===== config.mk =====
export PLATFORM = sky130hd
export DESIGN_NAME = fb_pixel_writer
export DESIGN_NICKNAME = d
export VERILOG_FILES = /design/src/rtl/fb_pixel_writer.sv
export SDC_FILE = /design/constraint.sdc
export NUM_CORES = 1
export LEC_CHECK = 0
export CAP_MARGIN = 20
export CORE_MARGIN = 8
export CORE_UTILIZATION = 60
export DETAILED_ROUTE_END_ITERATION = 7
export PLACE_DENSITY = 0.88
export SLEW_MARGIN = 15
export SYNTH_ARGS = -nofsm -noshare
export SYNTH_HDL_FRONTEND = slang
export SYNTH_SLANG_ARGS = --single-unit
export TNS_END_PERCENT = 50

===== constraint.sdc =====
create_clock -name clk_vga -period 4.3 [get_ports clk_vga]
set_input_delay 0.43 -clock clk_vga [delete_from_list [all_inputs] [get_ports clk_vga]]
set_output_delay 0.43 -clock clk_vga [all_outputs]
set_load 0.05 [all_outputs]

===== src/rtl/fb_pixel_writer.sv =====
// fb_pixel_writer: writes renderer pixels into the back bank of a
// double-buffered framebuffer. A bank swap (hold_frame toggle) clears the
// new back bank to black before queued pixels are drained into it.
//
// Optional feature macro: FB_STATS_EN
//   defined   -> dropped_count and clear_overrun are live statistics
//   undefined -> both outputs are tied to zero and their registers removed
//
// state    | meaning
// ---------+---------------------------------------------------------------
// ST_IDLE  | waiting; starts a clear on swap, otherwise pops a pixel
// ST_CALC  | range check and row*H_SIZE+col address computation
// ST_WRITE | pixel write presented until mem_ready
// ST_CLEAR | writing zero to every address of the back bank
module fb_pixel_writer #(
  parameter int H_SIZE     = 720,
  parameter int V_SIZE     = 720,
  parameter int ADDR_W     = 19,
  parameter int FIFO_DEPTH = 16
) (
  input  logic              clk_vga,
  input  logic              reset_n,
  input  logic              hold_frame,
  input  logic              pix_valid,
  output logic              pix_ready,
  input  logic [10:0]       pix_x,
  input  logic [10:0]       pix_y,
  input  logic [23:0]       pix_color,
  output logic              mem_wr_en,
  output logic              mem_bank,
  output logic [ADDR_W-1:0] mem_addr,
  output logic [23:0]       mem_wdata,
  input  logic              mem_ready,
  output logic              busy_clear,
  output logic [15:0]       dropped_count,
  output logic              clear_overrun
);

  localparam int PTR_W = $clog2(FIFO_DEPTH);
  localparam int ENT_W = 11 + 11 + 24;
  localparam logic [PTR_W:0]    FULL_CNT  = (PTR_W+1)'(FIFO_DEPTH);
  localparam logic [10:0]       H_LIM     = 11'(H_SIZE);
  localparam logic [10:0]       V_LIM     = 11'(V_SIZE);
  localparam logic [ADDR_W-1:0] LAST_ADDR = ADDR_W'(H_SIZE * V_SIZE - 1);

  typedef enum logic [1:0] {ST_IDLE, ST_CALC, ST_WRITE, ST_CLEAR} state_t;

  // Row base address as a sum of shifted copies of the row, one per set bit
  // of H_SIZE (720 -> y<<9 + y<<7 + y<<6 + y<<4); no multiplier is built.
  function automatic logic [ADDR_W-1:0] row_base(input logic [10:0] y);
    logic [ADDR_W-1:0] acc;
    logic [ADDR_W-1:0] ext;
    acc = '0;
    ext = ADDR_W'(y);
    for (int b = 0; b < 31; b++) begin
      if (H_SIZE[b]) acc = acc + (ext << b);
    end
    return acc;
  endfunction

  // ---------------- pixel FIFO ----------------
  logic [ENT_W-1:0] fifo_mem [FIFO_DEPTH];
  logic [PTR_W-1:0] wr_ptr_q, wr_ptr_d, rd_ptr_q, rd_ptr_d;
  logic [PTR_W:0]   count_q, count_d;
  logic             pix_ready_q, pix_ready_d;
  logic             push, pop, fifo_empty;
  logic [ENT_W-1:0] head;

  assign push       = pix_valid && pix_ready_q;
  assign fifo_empty = (count_q == '0);
  assign head       = fifo_mem[rd_ptr_q];
  assign pix_ready  = pix_ready_q;

  // FIFO pointer/level update; ready is derived from the next level so it
  // never advertises space that the same edge just consumed.
  always_comb begin
    wr_ptr_d = push ? wr_ptr_q + PTR_W'(1) : wr_ptr_q;
    rd_ptr_d = pop  ? rd_ptr_q + PTR_W'(1) : rd_ptr_q;
    case ({push, pop})
      2'b10:   count_d = count_q + (PTR_W+1)'(1);
      2'b01:   count_d = count_q - (PTR_W+1)'(1);
      default: count_d = count_q;
    endcase
    pix_ready_d = (count_d != FULL_CNT);
  end

  // FIFO storage; contents are don't-care until written, so no reset.
  always_ff @(posedge clk_vga) begin
    if (push) fifo_mem[wr_ptr_q] <= {pix_x, pix_y, pix_color};
  end

  // FIFO control registers.
  always_ff @(posedge clk_vga or negedge reset_n) begin
    if (!reset_n) begin
      wr_ptr_q    <= '0;
      rd_ptr_q    <= '0;
      count_q     <= '0;
      pix_ready_q <= 1'b0;
    end else begin
      wr_ptr_q    <= wr_ptr_d;
      rd_ptr_q    <= rd_ptr_d;
      count_q     <= count_d;
      pix_ready_q <= pix_ready_d;
    end
  end

  // ---------------- write FSM ----------------
  state_t            state_q, state_d;
  logic [10:0]       px_q, px_d, py_q, py_d;
  logic [23:0]       pc_q, pc_d;
  logic              wr_en_q, wr_en_d;
  logic              bank_q, bank_d;
  logic [ADDR_W-1:0] addr_q, addr_d;
  logic [23:0]       wdata_q, wdata_d;
  logic              busy_q, busy_d;
  logic              swap_pend_q, swap_pend_d;
  logic              hold_q, hold_d;
  logic              swap, begin_clear, out_of_range;
  logic [ADDR_W-1:0] calc_addr;

  assign swap         = (hold_frame != hold_q);
  assign out_of_range = (px_q >= H_LIM) || (py_q >= V_LIM);
  assign calc_addr    = row_base(py_q) + ADDR_W'(px_q);

  // Next-state and output computation.
  always_comb begin
    state_d     = state_q;
    px_d        = px_q;
    py_d        = py_q;
    pc_d        = pc_q;
    wr_en_d     = wr_en_q;
    bank_d      = bank_q;
    addr_d      = addr_q;
    wdata_d     = wdata_q;
    busy_d      = busy_q;
    swap_pend_d = swap_pend_q;
    hold_d      = hold_frame;
    pop         = 1'b0;
    begin_clear = 1'b0;

    case (state_q)
      ST_IDLE: begin
        // Outside a clear the back bank simply follows ~hold_frame; this also
        // settles the bank select after reset when no swap has happened yet.
        bank_d = ~hold_frame;
        if (swap || swap_pend_q) begin
          begin_clear = 1'b1;
        end else if (!fifo_empty) begin
          pop                = 1'b1;
          {px_d, py_d, pc_d} = head;
          state_d            = ST_CALC;
        end
      end
      ST_CALC: begin
        if (swap) swap_pend_d = 1'b1;
        if (out_of_range) begin
          state_d = ST_IDLE;
        end else begin
          state_d = ST_WRITE;
          wr_en_d = 1'b1;
          addr_d  = calc_addr;
          wdata_d = pc_q;
        end
      end
      ST_WRITE: begin
        if (swap) swap_pend_d = 1'b1;
        if (mem_ready) begin
          wr_en_d = 1'b0;
          if (swap || swap_pend_q) begin_clear = 1'b1;
          else                     state_d     = ST_IDLE;
        end
      end
      ST_CLEAR: begin
        if (swap) begin
          begin_clear = 1'b1;
        end else if (mem_ready) begin
          if (addr_q == LAST_ADDR) begin
            wr_en_d = 1'b0;
            busy_d  = 1'b0;
            state_d = ST_IDLE;
          end else begin
            addr_d = addr_q + ADDR_W'(1);
          end
        end
      end
      default: state_d = ST_IDLE;
    endcase

    // Starting (or restarting) a clear always latches the new back bank and
    // rewinds to address 0.
    if (begin_clear) begin
      state_d     = ST_CLEAR;
      bank_d      = ~hold_frame;
      addr_d      = '0;
      wdata_d     = '0;
      wr_en_d     = 1'b1;
      busy_d      = 1'b1;
      swap_pend_d = 1'b0;
    end
  end

  // FSM and memory-interface registers.
  always_ff @(posedge clk_vga or negedge reset_n) begin
    if (!reset_n) begin
      state_q     <= ST_IDLE;
      px_q        <= '0;
      py_q        <= '0;
      pc_q        <= '0;
      wr_en_q     <= 1'b0;
      bank_q      <= 1'b0;
      addr_q      <= '0;
      wdata_q     <= '0;
      busy_q      <= 1'b0;
      swap_pend_q <= 1'b0;
      hold_q      <= 1'b0;
    end else begin
      state_q     <= state_d;
      px_q        <= px_d;
      py_q        <= py_d;
      pc_q        <= pc_d;
      wr_en_q     <= wr_en_d;
      bank_q      <= bank_d;
      addr_q      <= addr_d;
      wdata_q     <= wdata_d;
      busy_q      <= busy_d;
      swap_pend_q <= swap_pend_d;
      hold_q      <= hold_d;
    end
  end

  assign mem_wr_en  = wr_en_q;
  assign mem_bank   = bank_q;
  assign mem_addr   = addr_q;
  assign mem_wdata  = wdata_q;
  assign busy_clear = busy_q;

`ifdef FB_STATS_EN
  logic [15:0] dropped_q, dropped_d;
  logic        overrun_q, overrun_d;

  // Saturating drop counter and sticky mid-clear swap flag.
  always_comb begin
    dropped_d = dropped_q;
    if ((state_q == ST_CALC) && out_of_range && (dropped_q != 16'hFFFF))
      dropped_d = dropped_q + 16'd1;
    overrun_d = overrun_q | ((state_q == ST_CLEAR) && swap);
  end

  // Statistics registers.
  always_ff @(posedge clk_vga or negedge reset_n) begin
    if (!reset_n) begin
      dropped_q <= '0;
      overrun_q <= 1'b0;
    end else begin
      dropped_q <= dropped_d;
      overrun_q <= overrun_d;
    end
  end

  assign dropped_count = dropped_q;
  assign clear_overrun = overrun_q;
`else
  assign dropped_count = '0;
  assign clear_overrun = 1'b0;
`endif

endmodule


======== Word-level counts from Yosys, hierarchy flattened ========
Memory sizes are Yosys's and may differ from the RTL's. A register that Yosys moved wholly into a read port is not among the register bits.
Index checks and enable logic that the tools add are counted.
word-level totals
  bits in registers ....................... 64
  memory bits (writable) .................. 736
  output and inout bits ................... 64
  memories kept ........................... 1
memory list
  name      depth  width  rd ports  clocked after memory_dff  wr ports  line  RTL
  fifo_mem  16     46     1         1                         1         62    logic [ENT_W-1:0] fifo_mem [FIFO_DEPTH];
operators by class
  $add $sub $neg .......................... 9
  $lt $le $gt $ge ......................... 2
  equality and inequality tests ........... 19
  muxes and demuxes ....................... 43
  bitwise gates (word level) .............. 3
  reduce and logical (&&, ||, !) cells .... 23
operator list
  cell                   count
  $mux 19                5
  $mux 24                3
  $pmux 19 s2            1
  $ne 3x3->1 const B     9
  $ge 11x10->1 const B   2
  $mux 1                 21
  $add 18x18->19         1
  $add 19x1->19 const B  1
  $add 19x11->19         1
  $add 19x19->19         1
  $eq 19x19->1 const B   1
  $add 15x17->18         1
  $mux 2                 9
  $reduce_bool 2->1      7
  $pmux 5 s2             1
  $add 4x1->4 const B    2
  $pmux 2 s4             1
  $reduce_and 7->1       1
  $eq 2x2->1 const B     3
  $pmux 1 s3             2
  $reduce_and 6->1       1
  $add 5x1->5 const B    1
  $logic_not 5->1        1
  $ne 5x5->1 const B     1
  17 further kinds       22

======== Logic depth before layout (Yosys ltp) ========
Gate-level depths: netlist (run 1).
  depth in word-level cells ............... 7
  depth in mapped cells ................... 15
  depth with buffers taken out ............ 14

======== Worst setup path after synthesis (run 1) ========
Ideal clock, no wire load.
  path type ............................... flip-flop to flip-flop
  start ................................... register py_q[0]
  end ..................................... register addr_q[18] (netlist: mem_addr[18])
  setup time .............................. 0.067 ns
  arrival time ............................ 3.485 ns
  data required time ...................... 4.233 ns
  setup slack ............................. 0.748 ns
  cell stages (with the launch flop) ...... 13
  clock period less this slack ............ 3.552 ns
  path through ............................ dfrtp_1 -> inv_1 -> fa_1 -> inv_1 -> fa_1 -> fa_1 -> ha_1 -> o21ai_0 -> nor2_1 -> a221oi_1 -> nor2_1 -> a2111oi_0 -> a221o_1
on the way
  word-level cells in the longest chain between the ends .. 7
  elaborated cells between the ends (all ways) .. 11
  those cells by class .................... add/sub: 4; order compare: 1; eq/ne: 1; mux: 3; reduce/logical: 2
ends and longest elaborated chain
  what                    line  RTL
  from (decl)             109   logic [10:0] px_q, px_d, py_q, py_d;
  from (signal assigned)  219   py_q <= py_d;
  $add 15x17->18          56    if (H_SIZE[b]) acc = acc + (ext << b);
  $add 18x18->19          56
  $add 19x19->19          56
  $add 19x11->19          123   assign calc_addr = row_base(py_q) + ADDR_W'(px_q);
  $mux 19                 156   if (out_of_range) begin
  $pmux 19 s2             141   case (state_q)
  $mux 19                 191   if (begin_clear) begin
  to (signal assigned)    223   addr_q <= addr_d;
  to (decl)               113   logic [ADDR_W-1:0] addr_q, addr_d;
Parallel ways exist; a longest one is shown, timed or not. The select of a mux whose other input is x is not followed.
A chain may end at the register's enable or synchronous reset.

======== Final worst setup path (run 1) ========
Same ends and word-level chain as after synthesis.

==> results of run 1 <==
==> through the flow <==
stage               hold WS (ns)  utilization  instance area [sq um]  setup slack [ns]  std cells
detailed placement        0.4549       0.6421                  36270            0.1897       2516
CTS                       0.3386       0.6909                  39030            0.1771       2671
floorplan                 0.1344            -                  34350            0.7478       1714
global route              0.3565       0.6913                  39050            0.1302       2676
finish                    0.3676       0.6913                  39060            0.2755       2677
global placement          0.4477       0.6421                  36270            0.5266       2516
==> state kept, by name, indices dropped and copies added, names as in the netlist, 2 cells and up <==
signal,cells
px_q,11
fifo_mem,736
py_q,11
wr_ptr_q,4
state_q,2
rd_ptr_q,4
pc_q,24
count_q,5
mem_addr,19
mem_wdata,24
==> cell type report <==
type / count / share of cell area
sequential: 846 / 0.6367
antenna: 6 / 0.0003844
inverter: 50 / 0.004806
multi-input combinational: 726 / 0.2261
clock buffer: 111 / 0.05927
tap: 756 / 0.02422
clock inverter: 43 / 0.01108
timing repair buffer: 139 / 0.03742
==> power by group through the flow <==
stage | combinational [mW] | sequential, mW | clock (mW)
after floorplan | 9.13 | 11.4 | 0
after global placement | 12.3 | 11.2 | 0
after detailed placement | 12.8 | 11.3 | 0
after CTS | 13.2 | 11.2 | 7.42
after global routing | 14.2 | 11.4 | 7.70
final | 13.3 | 11.3 | 7.37
==> per-layer routing <==
| metal | global-route usage | vias to the layer above | share of wire |
|---|---|---|---|
| met2 | 0.4670 | 1456 | 0.51 |
| met5 | 0 | - | 0.00019 |
| met4 | 0.1305 | 2 | 0.048 |
| met1 | 0.3352 | 9380 | 0.33 |
| met3 | 0.05766 | 294 | 0.11 |
| li1 | - | 7172 | - |
==> how the worst max path moves through the flow <==
stage               slack [ns]  cells past startpoint                        to
finish                    0.28                     12  mem_addr[18]$_DFFE_PN0P_
detailed placement        0.19                     12  mem_addr[18]$_DFFE_PN0P_
global route              0.13                     12  mem_addr[18]$_DFFE_PN0P_
floorplan                 0.75                     12  mem_addr[18]$_DFFE_PN0P_
global placement          0.53                     14  mem_addr[18]$_DFFE_PN0P_
CTS                       0.18                     14  mem_addr[18]$_DFFE_PN0P_
==> cells by family (layout without fill, tap and decap cells) <==
group | count (synthesis) | in the layout | share of synthesized area
and+or+nand+nor | 227 | 227 | 0.03181
xor gates and xnor gates | 21 | 21 | 0.005582
adders and majority gates | 66 | 66 | 0.02911
AOI/OAI and AO/OA | 120 | 120 | 0.02277
muxes | 275 | 275 | 0.1655
DFF | 846 | 846 | 0.7247
buffers and inverters | 142 | 343 | 0.02036
other | 1 | 23 | 0.0001093
==> worst reg2reg max path: cells and delay by family (launching register included) <==
family / cells / cell delay, ns
flops: 1 / 0.42
compound gates: 4 / 1.31
buf+inv: 2 / 0.18
simple gates: 2 / 0.27
fa+ha+maj: 4 / 1.77
==> what timing repair did <==
item                       in CTS  in global routing
hold buffers                    1                  0
hold endpoints to repair       57                  0
setup endpoints to repair       0                  1
gates resized for setup         0                  2
==> synthesized netlist by cell type (7+ instances only) <==
master / number / area (sq um)
sky130_fd_sc_hd__fa_1: 23 / 460.4
sky130_fd_sc_hd__buf_6: 10 / 112.6
sky130_fd_sc_hd__nand4_1: 9 / 56.30
sky130_fd_sc_hd__nor2_1: 20 / 75.07
sky130_fd_sc_hd__nor3_1: 12 / 60.06
sky130_fd_sc_hd__nand2_1: 87 / 326.6
sky130_fd_sc_hd__a21o_1: 9 / 67.56
sky130_fd_sc_hd__o211ai_1: 8 / 60.06
sky130_fd_sc_hd__inv_1: 49 / 183.9
sky130_fd_sc_hd__mux2_2: 36 / 405.4
sky130_fd_sc_hd__o21ai_1: 15 / 75.07
sky130_fd_sc_hd__o21ai_0: 18 / 90.09
sky130_fd_sc_hd__clkbuf_1: 42 / 157.7
sky130_fd_sc_hd__mux2i_1: 8 / 80.08
sky130_fd_sc_hd__buf_2: 18 / 90.09
sky130_fd_sc_hd__nand3_1: 48 / 240.2
sky130_fd_sc_hd__mux4_2: 230 / 5180
sky130_fd_sc_hd__edfxtp_1: 736 / 22100
sky130_fd_sc_hd__xnor2_1: 13 / 113.9
sky130_fd_sc_hd__xor2_1: 7 / 61.31
sky130_fd_sc_hd__and3_1: 12 / 75.07
sky130_fd_sc_hd__dfrtp_1: 110 / 2753
sky130_fd_sc_hd__buf_4: 18 / 135.1
sky130_fd_sc_hd__and2_1: 18 / 112.6
sky130_fd_sc_hd__a21oi_1: 30 / 150.1
sky130_fd_sc_hd__ha_1: 43 / 538.0
==> impl_metrics.xml, run 1 <==
<?xml version="1.0" encoding="UTF-8"?>
<metrics>
  <group name="clock_tree">
    <metric name="cts.clk_slew.worst_paths" unit="ns">0.06</metric>
    <metric name="clock_tree.htree_level_count" unit="">3</metric>
    <metric name="number_of_buffers_created_by_cts" unit="">82</metric>
    <metric name="cts_root_buffer" unit="">sky130_fd_sc_hd__clkbuf_16</metric>
    <metric name="clock_sink_count" unit="">846</metric>
    <metric name="worst_skew_pair.late_latency" unit="ns">0.64</metric>
    <metric name="ctsLongestPathBuffers" unit="">3</metric>
    <metric name="post_cts_setup_bufs" unit="">0</metric>
    <metric name="cts_tree" unit="">done</metric>
  </group>
  <group name="critical_path">
    <metric name="timing.critical_path.arrival" unit="ns">4.58</metric>
    <metric name="biggest_cell_delay_along_the_critical_path" unit="ns">0.52</metric>
    <metric name="critPathMostFrequentCell" unit="">sky130_fd_sc_hd__fa_1</metric>
    <metric name="critPathCaptureType" unit="">register</metric>
    <metric name="critical_path_peak_fanout" unit="">5</metric>
    <metric name="worstSetupPathType" unit="">register to register</metric>
    <metric name="critical_path.top_delay_family" unit="">adder cells</metric>
    <metric name="reg2reg_setup_slack" unit="ns">0.28</metric>
    <metric name="startpoint" unit="">py_q[0]$_DFFE_PN0P_</metric>
    <metric name="timing.critical_path.cells" unit="">inv_1 &gt; fa_1 &gt; inv_1 &gt; fa_1 &gt; fa_1 &gt; ha_1 &gt; o21ai_0 &gt; nor2_1 &gt; a221oi_2 &gt; nor2_1 &gt; a2111oi_1 &gt; a221o_1</metric>
    <metric name="crit_slowest_cell" unit="">sky130_fd_sc_hd__fa_1</metric>
    <metric name="timing.critical_path.required" unit="ns">4.86</metric>
    <metric name="start_kind" unit="">register</metric>
    <metric name="rr_endpoint" unit="">mem_addr[18]$_DFFE_PN0P_</metric>
    <metric name="worst_r2r_path_depth" unit="">12</metric>
    <metric name="regToRegStartpoint" unit="">py_q[0]$_DFFE_PN0P_</metric>
    <metric name="buf_inv_on_cp" unit="">2</metric>
  </group>
  <group name="sta">
    <metric name="setup_viol_count_final" unit="">0</metric>
    <metric name="finalSetupTns" unit="ns">0</metric>
    <metric name="clock-skew-final" unit="ns">0.02134</metric>
    <metric name="hold_viol_final" unit="">0</metric>
    <metric name="period_needed" unit="ns">4.025</metric>
    <metric name="fin_crit_sh" unit="">0.9359</metric>
    <metric name="rsz0062_at_grt" unit="">no</metric>
    <metric name="report.final.slew_viol_count" unit="">0</metric>
    <metric name="relSlewSlack" unit="">0.2324</metric>
    <metric name="timing.fmax" unit="GHz">0.2485</metric>
    <metric name="worstMarginPinSlew" unit="ns">1.151</metric>
  </group>
  <group name="cells_and_area">
    <metric name="fill_cells" unit="">3163</metric>
    <metric name="mostFrequentLayoutCell" unit="">sky130_fd_sc_hd__edfxtp_1</metric>
    <metric name="regArea" unit="sq mm">0.02487</metric>
    <metric name="final_net_count" unit="">1962</metric>
    <metric name="flow.area_growth_from_synthesis" unit="%">13.88</metric>
    <metric name="mostFrequentLayoutCells" unit="">sky130_fd_sc_hd__edfxtp_1, sky130_fd_sc_hd__mux4_2, sky130_fd_sc_hd__dfrtp_1, sky130_fd_sc_hd__clkdlybuf4s50_1, sky130_fd_sc_hd__nand2_1</metric>
    <metric name="multi_input_area" unit="sq mm">0.008831</metric>
    <metric name="drive_gt1_frac" unit="">0.2428</metric>
  </group>
  <group name="pwr">
    <metric name="power.switching" unit="mW">11.69</metric>
    <metric name="power_report.internal_total" unit="mW">20.27</metric>
    <metric name="irDropWorstVdd" unit="mV">0.7466</metric>
    <metric name="p_leak" unit="nW">13.22</metric>
    <metric name="p_comb_frac" unit="">0.417</metric>
    <metric name="power" unit="mW">31.97</metric>
    <metric name="power-per-cell-area" unit="mW/mm^2">818.5</metric>
    <metric name="power_switching_share" unit="">0.3657</metric>
    <metric name="seq_power_share" unit="">0.353</metric>
    <metric name="pwr-share-clk" unit="">0.230</metric>
  </group>
  <group name="global_route">
    <metric name="grt_first_pass_wirelength" unit="um">128000</metric>
    <metric name="maximum_number_of_pins_on_one_net_before_global_route_repair" unit="">68</metric>
    <metric name="grt_pass1_vias" unit="">19220</metric>
    <metric name="initial_antenna_violation_count" unit="">7</metric>
    <metric name="grt_util_all_layers" unit="">0.2738</metric>
    <metric name="global_route.overflow_total" unit="">0</metric>
  </group>
  <group name="synth">
    <metric name="yosys_warnings" unit="">0</metric>
    <metric name="seq_total_area_yosys" unit="">0.7247</metric>
    <metric name="synthFlopType" unit="">sky130_fd_sc_hd__edfxtp_1</metric>
    <metric name="number_of_enable_type_register_cells_in_the_synthesized_netlist" unit="">736</metric>
    <metric name="synth.ff_latch_count" unit="">846</metric>
    <metric name="synth-async-reset-ratio" unit="">0.1300</metric>
    <metric name="yosys.cell_types.count" unit="">61</metric>
    <metric name="synthesis.instances" unit="">1698</metric>
    <metric name="synthesis.area_per_instance" unit="sq um">20.20</metric>
    <metric name="syn-cell-area" unit="sq mm">0.03429</metric>
  </group>
  <group name="die">
    <metric name="floorplan.core_area" unit="sq mm">0.05650</metric>
    <metric name="die-area" unit="sq mm">0.06506</metric>
    <metric name="initial_core_util" unit="">0.6070</metric>
    <metric name="top_level_ports" unit="">115</metric>
    <metric name="fp-row-count" unit="">87</metric>
    <metric name="die_w" unit="um">255.1</metric>
    <metric name="die_h" unit="um">255.1</metric>
  </group>
  <group name="route">
    <metric name="route.vias.total" unit="">18300</metric>
    <metric name="wl_per_cell" unit="um">32.93</metric>
    <metric name="detailedRoute.firstIterationViolations" unit="">2488</metric>
    <metric name="finalWirelength" unit="um">88150</metric>
    <metric name="post_detailed_route_count_of_antenna_violating_nets" unit="">0</metric>
    <metric name="drt_drc_violations_left" unit="">0</metric>
    <metric name="drt-pass1-iter-count" unit="">6</metric>
    <metric name="via_per_inst" unit="">6.838</metric>
  </group>
  <group name="min_path">
    <metric name="min_delay_path_depth" unit="">1</metric>
    <metric name="worst_hold_path_type" unit="">primary input to register</metric>
    <metric name="worst_hold_endpoint" unit="">hold_q$_DFF_PN0_</metric>
    <metric name="hold_path.startpoint" unit="">hold_frame</metric>
  </group>
  <group name="placement">
    <metric name="finalWeightedCongestion" unit="">0.8511</metric>
    <metric name="port-buffer-count" unit="">97</metric>
    <metric name="detailedPlacementHpwl" unit="um">45620</metric>
  </group>
  <group name="flow_run">
    <metric name="maxcap_viol_count" unit="">0</metric>
  </group>
  <group name="run_status">
    <metric name="outcome" unit="">complete, no violations</metric>
  </group>
</metrics>
Note: power is estimated with default switching activity, not from simulation.
==> run 2: changes to the inputs <==
CORE_UTILIZATION = 55   (was 60)
CTS_CLUSTER_SIZE = 28   (was unset)
PLACE_DENSITY = 0.86   (was 0.88)
clock period = 3.5 ns   (was 4.3 ns; I/O delays follow)
==> run 2 against run 1 <==
  * The run now ends with setup timing left
  * Core utilization down 4.4 points
  * Maximum frequency is 14% higher
  * Clock power is 32% higher
  * Cell area grew 2.3%
  * Power grew 35%
  * Critical path type unchanged
  * Largest cell class unchanged
  * Highest routed layer unchanged
==> impl_metrics.xml, run 2 (synthesized netlist as in run 1, its figures left out) <==
<?xml version="1.0" encoding="UTF-8"?>
<metrics>
  <group name="critical_path">
    <metric name="biggest_cell_delay_along_the_critical_path" unit="ns">0.54</metric>
    <metric name="timing.critical_path.cells" unit="">inv_1 &gt; fa_1 &gt; inv_1 &gt; fa_1 &gt; ha_1 &gt; ha_2 &gt; buf_4 &gt; a211oi_4 &gt; nor2_2 &gt; a311oi_1 &gt; o21ai_1 &gt; a22o_1 &gt; a221o_1</metric>
    <metric name="critPathCaptureType" unit="">register</metric>
    <metric name="startpoint" unit="">px_q[7]$_DFFE_PN0P_</metric>
    <metric name="regToRegStartpoint" unit="">px_q[7]$_DFFE_PN0P_</metric>
    <metric name="start_kind" unit="">register</metric>
    <metric name="critical_path_peak_fanout" unit="">3</metric>
    <metric name="timing.critical_path.required" unit="ns">4.03</metric>
    <metric name="timing.critical_path.arrival" unit="ns">4.07</metric>
    <metric name="buf_inv_on_cp" unit="">3</metric>
    <metric name="crit_slowest_cell" unit="">sky130_fd_sc_hd__fa_1</metric>
    <metric name="worstSetupPathType" unit="">register to register</metric>
    <metric name="critical_path.top_delay_family" unit="">adder cells</metric>
  </group>
  <group name="run_status">
    <metric name="failed_checks" unit="">setup timing</metric>
    <metric name="outcome" unit="">finished, violations left</metric>
  </group>
  <group name="sta">
    <metric name="final.hold.worst_slack" unit="ns">0.2534</metric>
    <metric name="worstMarginPinSlew" unit="ns">1.009</metric>
    <metric name="fin_crit_sh" unit="">1.011</metric>
    <metric name="slack_of_the_critical_path" unit="ns">-0.03714</metric>
    <metric name="setup_viol_count_final" unit="">2</metric>
    <metric name="clock-skew-final" unit="ns">0.02278</metric>
    <metric name="rsz0062_at_grt" unit="">yes</metric>
    <metric name="period_needed" unit="ns">3.537</metric>
    <metric name="finalSetupTns" unit="ns">-0.07003</metric>
    <metric name="report.final.slew_viol_count" unit="">0</metric>
    <metric name="timing.fmax" unit="GHz">0.2827</metric>
    <metric name="hold_viol_final" unit="">0</metric>
    <metric name="relSlewSlack" unit="">0.3272</metric>
  </group>
  <group name="cells_and_area">
    <metric name="mostFrequentLayoutCell" unit="">sky130_fd_sc_hd__edfxtp_1</metric>
    <metric name="stdcell_area" unit="sq mm">0.03995</metric>
    <metric name="registers.top_by_ff_count" unit="">fifo_mem</metric>
    <metric name="drive_gt1_frac" unit="">0.2789</metric>
    <metric name="mostFrequentLayoutCells" unit="">sky130_fd_sc_hd__edfxtp_1, sky130_fd_sc_hd__mux4_2, sky130_fd_sc_hd__dfrtp_1, sky130_fd_sc_hd__clkdlybuf4s50_1, sky130_fd_sc_hd__nand2_1</metric>
    <metric name="final_net_count" unit="">2013</metric>
    <metric name="finalCoreUtilization" unit="">0.6473</metric>
    <metric name="fin_cells" unit="">2806</metric>
    <metric name="flip_flop_count_of_the_largest_register_after_layout" unit="">736</metric>
    <metric name="flow.area_growth_from_synthesis" unit="%">16.48</metric>
  </group>
  <group name="clock_tree">
    <metric name="number_of_buffers_created_by_cts" unit="">81</metric>
    <metric name="ctsLongestPathBuffers" unit="">3</metric>
    <metric name="clock_sink_count" unit="">846</metric>
    <metric name="worst_skew_pair.late_latency" unit="ns">0.65</metric>
    <metric name="clock_tree.htree_level_count" unit="">3</metric>
    <metric name="cts_root_buffer" unit="">sky130_fd_sc_hd__clkbuf_16</metric>
    <metric name="cts.clk_slew.worst_paths" unit="ns">0.06</metric>
    <metric name="cts_tree" unit="">done</metric>
  </group>
  <group name="pwr">
    <metric name="power.switching" unit="mW">15.69</metric>
    <metric name="p_leak" unit="nW">13.60</metric>
    <metric name="power_report.internal_total" unit="mW">27.57</metric>
    <metric name="irDropWorstVdd" unit="mV">1.281</metric>
    <metric name="pwr-share-clk" unit="">0.224</metric>
    <metric name="seq_power_share" unit="">0.317</metric>
    <metric name="power_switching_share" unit="">0.3626</metric>
    <metric name="power-per-cell-area" unit="mW/mm^2">1083</metric>
    <metric name="p_comb_frac" unit="">0.459</metric>
  </group>
  <group name="route">
    <metric name="drt_drc_violations_left" unit="">0</metric>
    <metric name="route.vias.total" unit="">18140</metric>
    <metric name="drt-pass1-iter-count" unit="">7</metric>
    <metric name="post_detailed_route_count_of_antenna_violating_nets" unit="">0</metric>
    <metric name="via_per_inst" unit="">6.466</metric>
    <metric name="wl_per_cell" unit="um">30.94</metric>
    <metric name="finalWirelength" unit="um">86810</metric>
    <metric name="detailedRoute.firstIterationViolations" unit="">2378</metric>
  </group>
  <group name="flow_run">
    <metric name="maxcap_viol_count" unit="">0</metric>
  </group>
  <group name="placement">
    <metric name="finalWeightedCongestion" unit="">0.8205</metric>
    <metric name="detailedPlacementHpwl" unit="um">46100</metric>
    <metric name="placedCellCount" unit="">2644</metric>
    <metric name="port-buffer-count" unit="">97</metric>
    <metric name="dpl_cell_area" unit="sq mm">0.03679</metric>
  </group>
  <group name="global_route">
    <metric name="initial_antenna_violation_count" unit="">5</metric>
    <metric name="grt_util_all_layers" unit="">0.2454</metric>
    <metric name="grt_pass1_vias" unit="">19150</metric>
    <metric name="grt_first_pass_wirelength" unit="um">126500</metric>
    <metric name="maximum_number_of_pins_on_one_net_before_global_route_repair" unit="">64</metric>
    <metric name="global_route.overflow_total" unit="">0</metric>
  </group>
  <group name="die">
    <metric name="die-area" unit="sq mm">0.07060</metric>
    <metric name="die_w" unit="um">265.7</metric>
    <metric name="floorplan.core_area" unit="sq mm">0.06171</metric>
    <metric name="initial_core_util" unit="">0.5557</metric>
    <metric name="top_level_ports" unit="">115</metric>
    <metric name="die_h" unit="um">265.7</metric>
    <metric name="fp-row-count" unit="">91</metric>
  </group>
  <group name="min_path">
    <metric name="worst_hold_path_type" unit="">primary input to register</metric>
    <metric name="hold_path.startpoint" unit="">hold_frame</metric>
  </group>
</metrics>
[run 2: changes by cell type in the layout (fill, tap and decap cells not counted), sizes merged]
cell / previous run / this run
clkinv: 32 / 33
bufinv: 7 / 19
clkbuf: 111 / 93
buf: 42 / 94
clkinvlp: 2 / 0
diode: 6 / 4
inv: 52 / 57
[run 2: worst paths after layout]
kind                                             to  depth (start not counted)  slack (ns)
setup / recovery           mem_addr[18]$_DFFE_PN0P_                         13       -0.04
hold / removal                     hold_q$_DFF_PN0_                          1        0.25
setup reg to reg           mem_addr[18]$_DFFE_PN0P_                         13       -0.04
hold reg to reg            mem_wdata[9]$_DFFE_PN0P_                          2        0.47
max in group asynchronous       px_q[0]$_DFFE_PN0P_                          3        2.17
min in group asynchronous  mem_wdata[1]$_DFFE_PN0P_                          2        0.35
[run 2: layout make-up]
cell class                 count  area [sq um]
sequential                   846         24870
fill                        3761         21760
multi-input combinational    726          8975
clock buffer                  93          2102
timing repair buffer         191          1902
tap                          837          1047
clock inverter                59         857.1
inverter                      50         187.7
antenna                        4         10.01
[run 2: routing by layer]
layer	up-vias	GRT usage	wire length [um]
li1	7270	-	-
met1	9434	0.3033	30360
met2	1196	0.4344	45350
met3	241	0.03811	7644
met4	2	0.09713	3436
met5	-	0	20
[run 2: what timing repair did]
item / 4_1_cts / 5_1_grt
pin swaps: 7 / 6
setup endpoints to repair: 7 / 8
gates cloned: 0 / 0
hold buffers: 1 / 0
gates resized for setup: 21 / 16
hold endpoints to repair: 54 / 0
buffers inserted: 0 / 5
[run 2: stage by stage]
| step | setup slack, ns | power (mW) |
|---|---|---|
| global placement | -0.1046 | 30.00 |
| floorplan | -0.01642 | 25.31 |
| detailed placement | -0.2421 | 30.79 |
| finish | -0.03714 | 43.26 |
| global route | -0.1556 | 45.10 |
| CTS | -0.02033 | 41.73 |
[run 2: power groups by stage]
stage                     Clock (mW)  Sequential, mW  Combinational [mW]
after floorplan                    0            14.0                11.3
after global placement             0            13.6                16.4
after detailed placement           0            13.8                17.0
after CTS                       9.79            13.7                18.3
after global routing            10.1            13.8                21.1
final                           9.71            13.7                19.8
